--- src/rtl/ifu_fetch_pkg.sv ---
// Shared constants for the RV32E instruction fetch stage: FSM state
// encoding, bus response codes, fault causes and the default reset PC.
package ifu_fetch_pkg;

  localparam logic [1:0] S_REQ     = 2'd0;
  localparam logic [1:0] S_WAIT_R  = 2'd1;
  localparam logic [1:0] S_OUT     = 2'd2;
  localparam logic [1:0] S_WAIT_PC = 2'd3;

  localparam logic [1:0] RESP_OKAY = 2'b00;

  localparam logic FC_MISALIGN = 1'b0;
  localparam logic FC_BUSERR   = 1'b1;

  localparam logic [31:0] DEFAULT_RESET_PC = 32'h8000_0000;

endpackage

--- src/rtl/ifu_fetch.sv ---
// Instruction fetch stage of the multi-cycle RV32E NPC. Holds the PC,
// issues one AR/R read at a time, hands the word to decode and then
// waits for writeback to commit the next PC before fetching again.
module ifu_fetch
  import ifu_fetch_pkg::*;
#(
  parameter logic [31:0] RESET_PC = DEFAULT_RESET_PC,
  parameter int          CNT_W    = 32
) (
  input  logic             clk,
  input  logic             rst,
  output logic             ar_valid,
  input  logic             ar_ready,
  output logic [31:0]      ar_addr,
  input  logic             r_valid,
  output logic             r_ready,
  input  logic [31:0]      r_data,
  input  logic [1:0]       r_resp,
  output logic             out_valid,
  input  logic             out_ready,
  output logic [31:0]      inst,
  output logic [31:0]      pc_o,
  output logic             fault,
  output logic             fault_cause,
  input  logic             pc_wen,
  input  logic [31:0]      pc_next,
  output logic [CNT_W-1:0] fetch_cnt
);

  logic [1:0]  state;
  logic [1:0]  state_nxt;
  logic [31:0] pc;
  logic        pc_aligned;

  assign pc_aligned = (pc[1:0] == 2'b00);

  // Handshake outputs are pure functions of state; rst gating keeps them
  // low for the whole time reset is held, not just after the first edge.
  assign ar_valid  = rst && (state == S_REQ) && pc_aligned;
  assign r_ready   = rst && (state == S_WAIT_R);
  assign out_valid = rst && (state == S_OUT);
  assign ar_addr   = pc;
  assign pc_o      = pc;

  // Next-state logic; a misaligned PC skips the bus entirely.
  always_comb begin
    state_nxt = state;
    case (state)
      S_REQ: begin
        if (!pc_aligned)            state_nxt = S_OUT;
        else if (ar_ready)          state_nxt = S_WAIT_R;
      end
      S_WAIT_R:  if (r_valid)       state_nxt = S_OUT;
      S_OUT:     if (out_ready)     state_nxt = S_WAIT_PC;
      S_WAIT_PC: if (pc_wen)        state_nxt = S_REQ;
      default:                      state_nxt = S_REQ;
    endcase
  end

  // State register.
  always_ff @(posedge clk or negedge rst) begin
    if (!rst) state <= S_REQ;
    else      state <= state_nxt;
  end

  // PC only moves when writeback commits while we are waiting for it.
  always_ff @(posedge clk or negedge rst) begin
    if (!rst)                               pc <= RESET_PC;
    else if ((state == S_WAIT_PC) && pc_wen) pc <= pc_next;
  end

  // Capture the instruction word and fault status handed to decode.
  always_ff @(posedge clk or negedge rst) begin
    if (!rst) begin
      inst        <= 32'h0;
      fault       <= 1'b0;
      fault_cause <= 1'b0;
    end else if ((state == S_REQ) && !pc_aligned) begin
      inst        <= 32'h0;
      fault       <= 1'b1;
      fault_cause <= FC_MISALIGN;
    end else if ((state == S_WAIT_R) && r_valid) begin
      inst        <= r_data;
      fault       <= (r_resp != RESP_OKAY);
      fault_cause <= FC_BUSERR;
    end
  end

  // Count instructions accepted by decode; wraps naturally.
  always_ff @(posedge clk or negedge rst) begin
    if (!rst)                        fetch_cnt <= '0;
    else if (out_valid && out_ready) fetch_cnt <= fetch_cnt + CNT_W'(1);
  end

endmodule

--- config.mk ---
export PLATFORM = sky130hd
export DESIGN_NAME = ifu_fetch
export DESIGN_NICKNAME = d
export VERILOG_FILES = /design/src/rtl/ifu_fetch_pkg.sv /design/src/rtl/ifu_fetch.sv
export SDC_FILE = /design/constraint.sdc
export NUM_CORES = 1
export LEC_CHECK = 0
export CAP_MARGIN = 20
export CORE_MARGIN = 4
export CORE_UTILIZATION = 36
export DETAILED_ROUTE_END_ITERATION = 10
export GPL_TIMING_DRIVEN = 0
export PLACE_DENSITY = 0.71
export SYNTH_ARGS = -nofsm -noshare
export SYNTH_HDL_FRONTEND = slang
export SYNTH_SLANG_ARGS = --single-unit
--- constraint.sdc ---
create_clock -name clk -period 2.4 [get_ports clk]
set_input_delay 0.6 -clock clk [delete_from_list [all_inputs] [get_ports clk]]
set_output_delay 0.6 -clock clk [all_outputs]
set_load 0.03 [all_outputs]
**After elaboration in Yosys (flattened, before gate mapping)**

Cells that the tools add are included.

- Bitwise gates (word level): 0
- Magnitude comparators: 0
- Eq/ne operators: 7
- Divide/modulo/power cells: 0
- Reduce and logical (&&, ||, !) cells: 14
- Mux-type cells: 12
- Shift-type cells: 0
- $add $sub $neg: 1
- Multiply operators: 0

Operators with widths:

| operator | count |
|---|---|
| two-way mux 32 bit | 2 |
| adder 32 x 1 -> 32 bit, second input constant | 1 |
| two-way mux 2 bit | 5 |
| logical AND 1 bit | 8 |
| case mux 2 bit (4 select lines) | 1 |
| != test 2 bit, second input constant | 3 |
| equality test 2 bit, second input constant | 2 |
| zero test 2 bit | 2 |
| two-way mux 1 bit | 4 |
| AND reduction 4 bit | 1 |
| nonzero test 2 bit | 2 |
| != test 3 bit, second input constant | 1 |
| equality test 2 x 1 -> 1 bit, second input constant | 1 |
| zero test 1 bit | 1 |

- Bits of input ports: 72
- Memories: 0
- Logic and storage cells: 40
- Latch bits: 0
- Bits in registers: 100
- Output and inout port bits: 133
- Memory bits (read-only): 0
- RAM bits: 0

**Logic depth before layout (Yosys ltp)**

Gate-level depths: netlist of the first run.

- Depth in word-level cells: 4
- Gate-level depth with buffers: 7
- Mapped depth without buffers: 6

**Worst setup path after synthesis of the first run**

No wires, ideal clock.

- Path kind: register to register
- Start: reg fetch_cnt[0]
- End: reg fetch_cnt[16]
- Stages on the path, launching flop included: 6
- Clock period less this slack: 1,841 ps
- Slack: 559 ps
- Setup time: 134 ps
- Data required time: 2,266 ps
- Path buffers: 0
- Arrival: 1,707 ps
- Cells stage by stage: dfrtp_1 > ha_1 > nand2_1 > nor4_1 > nand4_1 > xnor2_1

- Word-level cells in the longest chain between the ends: 1

RTL lines:

| item | line | RTL |
|---|---|---|
| from (decl) | ifu_fetch.sv:27 | `output logic [CNT_W-1:0] fetch_cnt` |
| from (signal assigned) | ifu_fetch.sv:92 | `else if (out_valid && out_ready) fetch_cnt <= fetch_cnt + CNT_W'(1);` |
| adder 32 x 1 -> 32 bit | ifu_fetch.sv:92 |  |

Every way passes these cells.
A chain may end at the register's enable or synchronous reset.

**Worst setup path after layout of the first run**

- Start: in rst
- End: out r_ready

- Word-level cells in the longest chain between the ends: 1

RTL lines:

| item | line | RTL |
|---|---|---|
| from (decl) | ifu_fetch.sv:11 | `input logic rst,` |
| logical AND 1 bit | ifu_fetch.sv:40 | `assign r_ready = rst && (state == S_WAIT_R);` |
| to (decl) | ifu_fetch.sv:16 | `output logic r_ready,` |

Every way passes these cells.

==> results of run 1 <==
-- kinds of logic after synthesis --
logic type	synth area share, %
flip-flops	56.0
buffers and inverters	7.31
AO/OA/AOI/OAI	4.26
adder cells (fa/ha/maj)	1.68
multiplexers	8.99
AND/OR/NAND/NOR	15.7
XOR/XNOR	6.08
-- layer usage --
metal / track usage (%) / part of all wire, % / vias to the layer above
li1: - / - / 1777
met1: 20.2 / 40 / 1762
met2: 29.0 / 49 / 143
met3: 6.22 / 9.3 / 14
met4: 5.08 / 1.3 / 0
met5: 0 / 0 / -
-- what timing repair did --
item                       CTS  global route
setup endpoints to repair    6             3
resized for setup            6             4
gates cloned                 1             0
pin swaps                    0             0
-- flip-flops by register name, indices dropped and copies added, names as in the netlist --
signal       flops
ar_addr         32
fault_cause      1
fault            1
fetch_cnt       32
state            2
inst            32
-- stage by stage --
step	hold slack [ns]	cells	utilization [%]	area [µm²]	TNS (ns)
5_1_grt	0.141	798	58.8	7090	0
3_3_place_gp	0.464	780	55.7	6720	-438.40
2_1_floorplan	0.304	408	-	4470	0
6_report	0.134	798	58.8	7090	0
4_1_cts	0.131	798	58.9	7100	0
3_5_place_dp	0.474	781	55.9	6750	-6.09
-- cells in the mapped netlist (4+ instances only) --
cell	count	area, µm²
dfrtp_1	99	2480
nand2_1	79	297
mux2_2	33	372
a21oi_1	32	160
buf_4	32	240
xor2_1	16	140
nand3_1	15	75.1
xnor2_1	15	131
nor3_1	13	65.1
clkbuf_1	11	41.3
inv_1	9	33.8
nor2_1	7	26.3
ha_1	6	75.1
nand4_1	5	31.3
and3_1	4	25.0
and4_1	4	35.0
-- power breakdown --
group	internal (µW)	switching, µW	leakage [µW]
combinational	2110	2440	0.00166
clock	914	615	0.000149
sequential	2160	359	0.00128
-- critical path: cells and delay by family --
family | cells | cell delay [ns]
AND/OR/NAND/NOR | 1 | 0.16
buffers and inverters | 3 | 0.89
-- how the worst max path moves through the flow --
stage | from | endpoint | slack, ns | cells past startpoint
after floorplan | fetch_cnt[0] | fetch_cnt[16] | 0.56 | 5
after global placement | rst | fetch_cnt[16] | -3.92 | 5
after detailed placement | rst | out_valid | -0.62 | 4
after CTS | rst | out_valid | 0.01 | 4
after global routing | rst | r_ready | 0.006 | 4
final | rst | r_ready | 0.12 | 4
-- cell type report --
| type | instances | area, µm² | area share (%) |
|---|---|---|---|
| Buffer | 46 | 293 | 4.13 |
| Inverter | 9 | 33.8 | 0.476 |
| Clock buffer | 10 | 229 | 3.23 |
| Clock inverter | 6 | 88.8 | 1.25 |
| Sequential cell | 100 | 2500 | 35.3 |
| Multi-Input combinational cell | 253 | 1640 | 23.1 |
| Tap cell | 168 | 210 | 2.96 |
| Timing Repair Buffer | 206 | 2100 | 29.6 |
==> summary.md, run 1 <==
| Metric | Value |
|---|---|
| Tcrit/Tclk final | `95.1%` |
| Final Worst Setup Slack | `around 0.12 ns` |
| Layout cells sized above 1 | `roughly 15%` |
| Post-route DRC | `0` |
| Worst R2R Start | `state[0]` |
| Skew final | `0.00565 ns` |
| First-pass GRT wire length | `19,500 µm` |
| Post-CTS Setup Inserts | `0` |
| Starting Density | `between 30 and 40%` |
| Largest net degree at the start of global routing | `40` |
| CTS Buf Count | `9` |
| Total power | `approximately 8600 µW` |
| Yosys warns | `0` |
| Distinct cells, synth | `32` |
| Clk Latency, worst-skew pair | `~0.34 ns` |
| Crit path largest cell delay | `0.38 ns` |
| Fin. Hold Viols | `0` |
| GRT Total Usage | `between 15 and 20%` |
| CTS tree | `built` |
| Max Buffers Root-to-Sink | `2` |
| WS Path Type | `in -> out` |
| Worst-path clk slew | `about 0.07 ns` |
| Initial antenna violation count | `0` |
| Number of global-route vias before repair | `roughly 3.7k` |
| Remaining antenna violation count after routing | `0` |
| Wire per inst | `between 15 and 20 µm` |
| Worst Path Required | `between 1.5 and 2 ns` |
| Status | `finished clean` |
| Filler cells | `slightly above 1k` |
| Post-synth top flop | `dfrtp_1` |
| #FFs+latches synth | `100` |
| Fmax | `approximately 440 MHz` |
| CP max FO | `39` |
| Critical Path Start Type | `input pin` |
| Arr. time, crit path | `1.68 ns` |
| Gpl congestion | `between 0.7 and 0.8` |
| Root Buffer | `clkbuf_16` |
| Worst reg2reg setup slack | `0.26 ns` |
| H-Tree Depth | `3` |
| Drt first pass iters | `4` |
| Congestion Overflow GR | `0` |
| Hold Crit Class | `in -> async` |
| IO Pins | `just over 200` |
| CTS sink cnt | `100` |
| Net Count, Synth | `486` |
| Commonest non-fill, non-tap cell in the layout | `clkdlybuf4s50_1` |
| FF-to-FF End | `fetch_cnt[16]` |
| DR vias | `between 3k and 4k` |
| Post-DP HPWL | `between 9000 and 10,000 µm` |
| Mapped Area | `4470 µm²` |
| Leakage | `0.00309 µW` |
| Share of flip-flops with an asynchronous set or reset | `100%` |
| EDFF count, synth | `0` |
| Cts hold-fix bufs | `0` |
| Cell Pwr Density | `1210 nW/µm²` |
| Synth-to-Final Area Change | `58.8%` |
| Die H | `around 120 µm` |
| Pre-CTS setup slack | `-0.615 ns` |
| Syn Inst Count | `408` |
| Number of cell rows | `40` |
| PortBufs | `just over 200` |
| Seq/Total Area, Yosys | `56.0%` |
| Max-cap viol count | `0` |
| Die area | `14,300 µm²` |
| Final count of pins violating max slew | `0` |
| Type of destination of the critical path | `output port` |
| DRT iter0 DRCs | `about 150` |
| Peak VDD IR | `about 0.57 mV` |
| Final Net Count | `between 700 and 800` |
| Most frequent cells in the layout | `clkdlybuf4s50_1, dfrtp_1, nand2_1` |
| Worst-margin pin slew | `0.807 ns` |
| Final setup vio count | `0` |
| CP Cell Sequence | `buf_8, buf_16, and2_1, clkdlybuf4s15_1` |
| Drt total wl | `12,200 µm` |
| RSZ-0062 raised after global routing | `false` |
| Mean Syn Cell Area | `11.0 µm²` |
| Worst Reg-to-Reg Cells | `6` |
| CP max stage cell | `clkdlybuf4s15_1` |
| Vias per Instance | `4.63` |
| Die width | `~120 µm` |
| Max-slew headroom | `around 46%` |
| CORE AREA | `12,100 µm²` |
| Clock period minus worst slack | `approximately 2.3 ns` |
| # diodes | `0` |
Note: power is estimated with default switching activity, not from simulation.
==> inputs of run 2 (changes only) <==
--- a/config.mk
+++ b/config.mk
@@ -14,3 +14,4 @@
 export SYNTH_ARGS = -nofsm -noshare
 export SYNTH_HDL_FRONTEND = slang
 export SYNTH_SLANG_ARGS = --single-unit
+export TNS_END_PERCENT = 30
==> run 2 against run 1 <==
  * Sequential power hardly changed
  * Setup slack worse by 0.022 ns
  * Sequential share of layout area hardly changed
  * Non-clock buffer count stayed put
  * Count of clock-buffer cells in the layout stayed put
  * Critical path type unchanged
==> summary.md, run 2 (synthesis gave the netlist of run 1 again) <==
| Metric | Value |
|---|---|
| Status | `finished clean` |
| Clk Latency, worst-skew pair | `0.34 ns (about the same)` |
| CTS Buf Count | `9 (unchanged)` |
| Drt first pass iters | `4 (unchanged)` |
| Vias per Instance | `4.60 (-0.73%)` |
| Worst R2R Start | `state[0]` |
| Die area | `14,300 µm² (unchanged)` |
| Total power | `8590 µW (about the same)` |
| Leakage | `0.00308 µW (about the same)` |
| Max-cap viol count | `0 (unchanged)` |
| Post-route DRC | `0 (unchanged)` |
| Gpl congestion | `0.795 (unchanged)` |
| H-Tree Depth | `3 (unchanged)` |
| Die H | `119 µm (unchanged)` |
| Type of destination of the critical path | `output port` |
| Final setup vio count | `0 (unchanged)` |
| Layout cells sized above 1 | `15.1% (-0.16 points)` |
| Clock period minus worst slack | `2.30 ns (+0.0216 ns)` |
| Final count of pins violating max slew | `0 (unchanged)` |
| Final Net Count | `703 (unchanged)` |
| Placement Cell Area | `6750 µm² (unchanged)` |
| DR vias | `3,669 (-0.73%)` |
| Pre-CTS setup slack | `-0.615 ns (unchanged)` |
| Design Area, Final | `7100 µm² (about the same)` |
| Fin. Hold Viols | `0 (unchanged)` |
| # diodes | `0 (unchanged)` |
| Worst Path Required | `1.80 ns (about the same)` |
| CORE AREA | `12,100 µm² (unchanged)` |
| CP Cell Sequence | `buf_8, buf_16, and3_1, clkdlybuf4s15_1` |
| Final Non-Filler Cells | `798 (unchanged)` |
| Max-slew headroom | `43.5% (-2.2 points)` |
| Register area | `2500 µm² (unchanged)` |
| Critical Path Start Type | `input pin` |
| GRT Total Usage | `17.0% (unchanged)` |
| RSZ-0062 raised after global routing | `true` |
| Number of global-route vias before repair | `3,743 (unchanged)` |
| Post-CTS Setup Inserts | `0 (unchanged)` |
| First-pass GRT wire length | `19,500 µm (unchanged)` |
| Worst reg2reg setup slack | `0.23 ns (-0.03 ns)` |
| Skew final | `0.00755 ns (+0.00190 ns)` |
| WS Path Type | `in -> out` |
| Most frequent cells in the layout | `clkdlybuf4s50_1, dfrtp_1, nand2_1` |
| Worst-margin pin slew | `0.840 ns (+0.0324 ns)` |
| Drt total wl | `12,200 µm (+0.13%)` |
| Die width | `119 µm (unchanged)` |
| IO Pins | `205 (unchanged)` |
| Synth-to-Final Area Change | `58.9% (about the same)` |
| DRT iter0 DRCs | `138 (-9.2%)` |
| Starting Density | `37.0% (unchanged)` |
| Remaining antenna violation count after routing | `0 (unchanged)` |
| CP Launch Point | `rst` |
| CP max FO | `39 (unchanged)` |
| Final Worst Setup Slack | `0.0953 ns (-0.0216 ns)` |
| Congestion Overflow GR | `0 (unchanged)` |
| CP max stage cell | `clkdlybuf4s15_1` |
| CTS sink cnt | `100 (unchanged)` |
| CP endpoint | `ar_valid` |
| FF-to-FF End | `fetch_cnt[16]` |
| Worst-path clk slew | `0.07 ns (about the same)` |
| Crit path largest cell delay | `0.39 ns (about the same)` |
| Filler cells | `1,035 (unchanged)` |
| Wire per inst | `15.2 µm (+0.13%)` |
| Fmax | `434 MHz (-0.94%)` |
| Post-DP HPWL | `9530 µm (unchanged)` |
| Placed cells | `781 (unchanged)` |
| Peak VDD IR | `0.569 mV (+0.52%)` |
| Number of cell rows | `40 (unchanged)` |
| Cell Pwr Density | `1210 nW/µm² (about the same)` |
| Max Buffers Root-to-Sink | `2 (unchanged)` |
| Root Buffer | `clkbuf_16` |
| Tcrit/Tclk final | `96.0% (+0.90 points)` |
| Largest net degree at the start of global routing | `40 (unchanged)` |
| Arr. time, crit path | `1.70 ns (+0.02 ns)` |
| CTS tree | `built` |
| Utilization after layout | `58.8% (about the same)` |
| Multi-input logic area | `1640 µm² (unchanged)` |
| Initial antenna violation count | `0 (unchanged)` |
| Worst Reg-to-Reg Cells | `6 (unchanged)` |
| PortBufs | `204 (unchanged)` |
| Hold Crit Class | `in -> async` |
| Commonest non-fill, non-tap cell in the layout | `clkdlybuf4s50_1` |
[run 2: worst min-delay path by stage]
stage	from	end	slack [ns]	depth (start not counted)
floorplan	rst	ar_addr[0]	0.30	0
global placement	fetch_cnt[31]	fetch_cnt[31]	0.46	1
detailed placement	fetch_cnt[31]	fetch_cnt[31]	0.47	1
CTS	rst	ar_addr[12]	0.13	1
global route	rst	ar_addr[12]	0.14	1
finish	rst	fetch_cnt[31]	0.14	1
[run 2: cell type report]
type	count	share of cell area [%]
plain buffers	46	4.12
clock buffers	10	3.23
clock inverters	6	1.25
inverters	9	0.476
multi-input cells	253	23.1
flip-flops and latches	100	35.3
well taps	168	2.96
repair buffers	206	29.6
[run 2: repair_timing]
action,CTS,global route
pin swaps,0,0
hold buffers,0,0
resized for setup,6,3
cloned,1,0
setup endpoints to repair,6,3
[run 2: critical path: cells and delay by family]
kind | cells | cell delay [ns]
and+or+nand+nor | 1 | 0.18
buffers and inverters | 3 | 0.90
[run 2: where the power goes]
group	internal (µW)	switching [µW]
registers	2160	360
logic	2110	2440
clock network	914	616
total	5180	3410
[run 2: stage by stage]
step | setup TNS, ns | hold slack, ns
final | 0 | 0.136
after global routing | -0.0150 | 0.141
after CTS | 0 | 0.131
after detailed placement | -6.09 | 0.474
after global placement | -438.40 | 0.464
after floorplan | 0 | 0.304
[run 2: per-layer routing]
layer	part of all wire (%)	vias to the layer above	track usage [%]	wire, µm
met4	1.6	0	5.08	190
li1	-	1771	-	-
met1	40	1741	20.2	4900
met3	9.1	15	6.22	1110
met5	0	-	0	0
met2	49	142	29.0	5970
==> inputs of run 3 (changes only) <==
--- a/config.mk
+++ b/config.mk
@@ -6,11 +6,12 @@
 export NUM_CORES = 1
 export LEC_CHECK = 0
 export CAP_MARGIN = 20
-export CORE_MARGIN = 4
+export CORE_MARGIN = 2
 export CORE_UTILIZATION = 36
 export DETAILED_ROUTE_END_ITERATION = 10
 export GPL_TIMING_DRIVEN = 0
 export PLACE_DENSITY = 0.71
+export SKIP_LAST_GASP = 1
 export SYNTH_ARGS = -nofsm -noshare
 export SYNTH_HDL_FRONTEND = slang
 export SYNTH_SLANG_ARGS = --single-unit
==> run 3 against run 2 <==
  * Critical path type unchanged
  * Count of clock-buffer cells in the layout rose by 3
  * Die area fell by 6.6%
  * Sequential share of layout area rose by 0.16 points
==> summary.md, run 3 (synthesis gave the netlist of run 1 again) <==
| Metric | Value |
|---|---|
| Commonest non-fill, non-tap cell in the layout | `clkdlybuf4s50_1` |
| Initial antenna violation count | `0 (unchanged)` |
| Post-CTS Setup Inserts | `0 (unchanged)` |
| Wire per inst | `14.8 µm (-2.9%)` |
| Tcrit/Tclk final | `98.5% (+2.4 points)` |
| Die area | `13,300 µm² (-6.6%)` |
| First-pass GRT wire length | `18,400 µm (-5.9%)` |
| Root Buffer | `clkbuf_16` |
| Worst-margin pin slew | `0.750 ns (-0.0898 ns)` |
| H-Tree Depth | `3 (unchanged)` |
| Fin. Hold Viols | `0 (unchanged)` |
| Clk Latency, worst-skew pair | `0.34 ns (about the same)` |
| Clock period minus worst slack | `2.36 ns (+0.0588 ns)` |
| Gpl congestion | `0.851 (+7.0%)` |
| Status | `finished clean` |
| CTS sink cnt | `100 (unchanged)` |
| Placed cells | `781 (unchanged)` |
| WS Path Type | `in -> out` |
| Fmax | `423 MHz (-2.5%)` |
| Post-route DRC | `0 (unchanged)` |
| Final Net Count | `703 (unchanged)` |
| CORE AREA | `12,100 µm² (unchanged)` |
| Remaining antenna violation count after routing | `0 (unchanged)` |
| Layout cells sized above 1 | `15.1% (unchanged)` |
| Max Buffers Root-to-Sink | `2 (unchanged)` |
| Synth-to-Final Area Change | `58.2%` |
| Drt total wl | `11,800 µm (-2.9%)` |
| GRT Total Usage | `17.7% (+0.67 points)` |
| Die H | `115 µm (-3.3%)` |
| Final Non-Filler Cells | `798 (unchanged)` |
| IO Pins | `205 (unchanged)` |
| Worst Path Required | `1.80 ns (about the same)` |
| Most frequent cells in the layout | `clkdlybuf4s50_1, dfrtp_1, nand2_1` |
| Leakage | `0.00308 µW (-0.14%)` |
| Drt first pass iters | `5 (+1)` |
| Starting Density | `37.0% (unchanged)` |
| CTS Buf Count | `9 (unchanged)` |
| Worst-path clk slew | `0.07 ns (about the same)` |
| Vias per Instance | `4.62 (+0.52%)` |
| Max-cap viol count | `0 (unchanged)` |
| CP max FO | `36 (-7.7%)` |
| Hold Crit Class | `in -> async` |
| Critical Path Start Type | `input pin` |
| Congestion Overflow GR | `0 (unchanged)` |
| Placement Cell Area | `6750 µm² (unchanged)` |
| Skew final | `0.00909 ns (+0.00154 ns)` |
| Type of destination of the critical path | `output port` |
| Post-DP HPWL | `9040 µm (-5.1%)` |
| DRT iter0 DRCs | `119 (-14%)` |
| # diodes | `0 (unchanged)` |
| Design Area, Final | `7070 µm² (-0.44%)` |
| Final setup vio count | `0 (unchanged)` |
| Max-slew headroom | `49.5% (+6.0 points)` |
| Register area | `2500 µm² (unchanged)` |
| RSZ-0062 raised after global routing | `true` |
| Cts hold-fix bufs | `0 (unchanged)` |
| Arr. time, crit path | `1.76 ns (+0.06 ns)` |
| Multi-input logic area | `1640 µm² (unchanged)` |
| Final count of pins violating max slew | `0 (unchanged)` |
| Cell Pwr Density | `1200 nW/µm² (-1.2%)` |
| Filler cells | `1,037 (+0.19%)` |
| Number of cell rows | `40 (unchanged)` |
| Die width | `115 µm (-3.3%)` |
| Largest net degree at the start of global routing | `37 (-7.5%)` |
| Peak VDD IR | `0.593 mV (+4.3%)` |
| Number of global-route vias before repair | `3,713 (-0.80%)` |
| Total power | `8450 µW (-1.6%)` |
| CTS tree | `built` |
| PortBufs | `204 (unchanged)` |
| DR vias | `3,688 (+0.52%)` |
run 3: per-layer routing:
| layer | up-vias | global-route usage [%] | routed length [µm] |
|---|---|---|---|
| met2 | 140 | 30.1 | 5770 |
| li1 | 1773 | - | - |
| met4 | 0 | 5.78 | 127 |
| met1 | 1765 | 21.4 | 4890 |
| met3 | 10 | 5.48 | 1030 |
| met5 | - | 0 | 0 |
run 3: metrics by stage:
step,hold slack (ns),setup TNS (ns),worst slack (ns),utilization (%)
3_3_place_gp,0.456,-433.29,-3.89,55.7
2_1_floorplan,0.304,0,0.559,-
4_1_cts,0.144,-0.0840,-0.0607,58.6
5_1_grt,0.171,-0.0718,-0.0718,58.6
6_report,0.158,0,0.0366,58.6
3_5_place_dp,0.464,-4.86,-0.599,55.9
run 3: cell type report:
cell class,instances,area share (%)
Clock buffer,13,3.82
Timing Repair Buffer,206,29.7
Inverter,9,0.478
Multi-Input combinational cell,253,23.2
Sequential cell,100,35.4
Tap cell,168,2.97
Clock inverter,3,0.283
Buffer,46,4.14
run 3: repair_timing:
action / CTS / global route
cloned: 1 / 0
endpoints found under the setup margin: 6 / 2
resized for setup: 4 / 3
run 3: worst max-delay path, stage by stage:
cell	delay, ns
clkbuf_8	0.29
buf_16	0.25
and3_1	0.18
dlygate4sd2_1	0.41
run 3: final timing paths:
check	startpoint	endpoint	slack [ns]	cells past startpoint
worst max-delay path	rst	ar_valid	0.04	4
worst min-delay path	rst	fetch_cnt[28]	0.16	1
worst max register to register	state[0]	fetch_cnt[16]	0.25	6
worst min register to register	fetch_cnt[31]	fetch_cnt[31]	0.48	1
max in group asynchronous	rst	fetch_cnt[10]	1.59	2
min in group clk	fetch_cnt[31]	fetch_cnt[31]	0.48	1
run 3: where the power goes:
group | switching, µW | internal (µW) | total [µW]
combinational | 2420 | 2110 | 4530
sequential | 362 | 2160 | 2520
clock | 614 | 787 | 1400
total | 3400 | 5050 | 8450
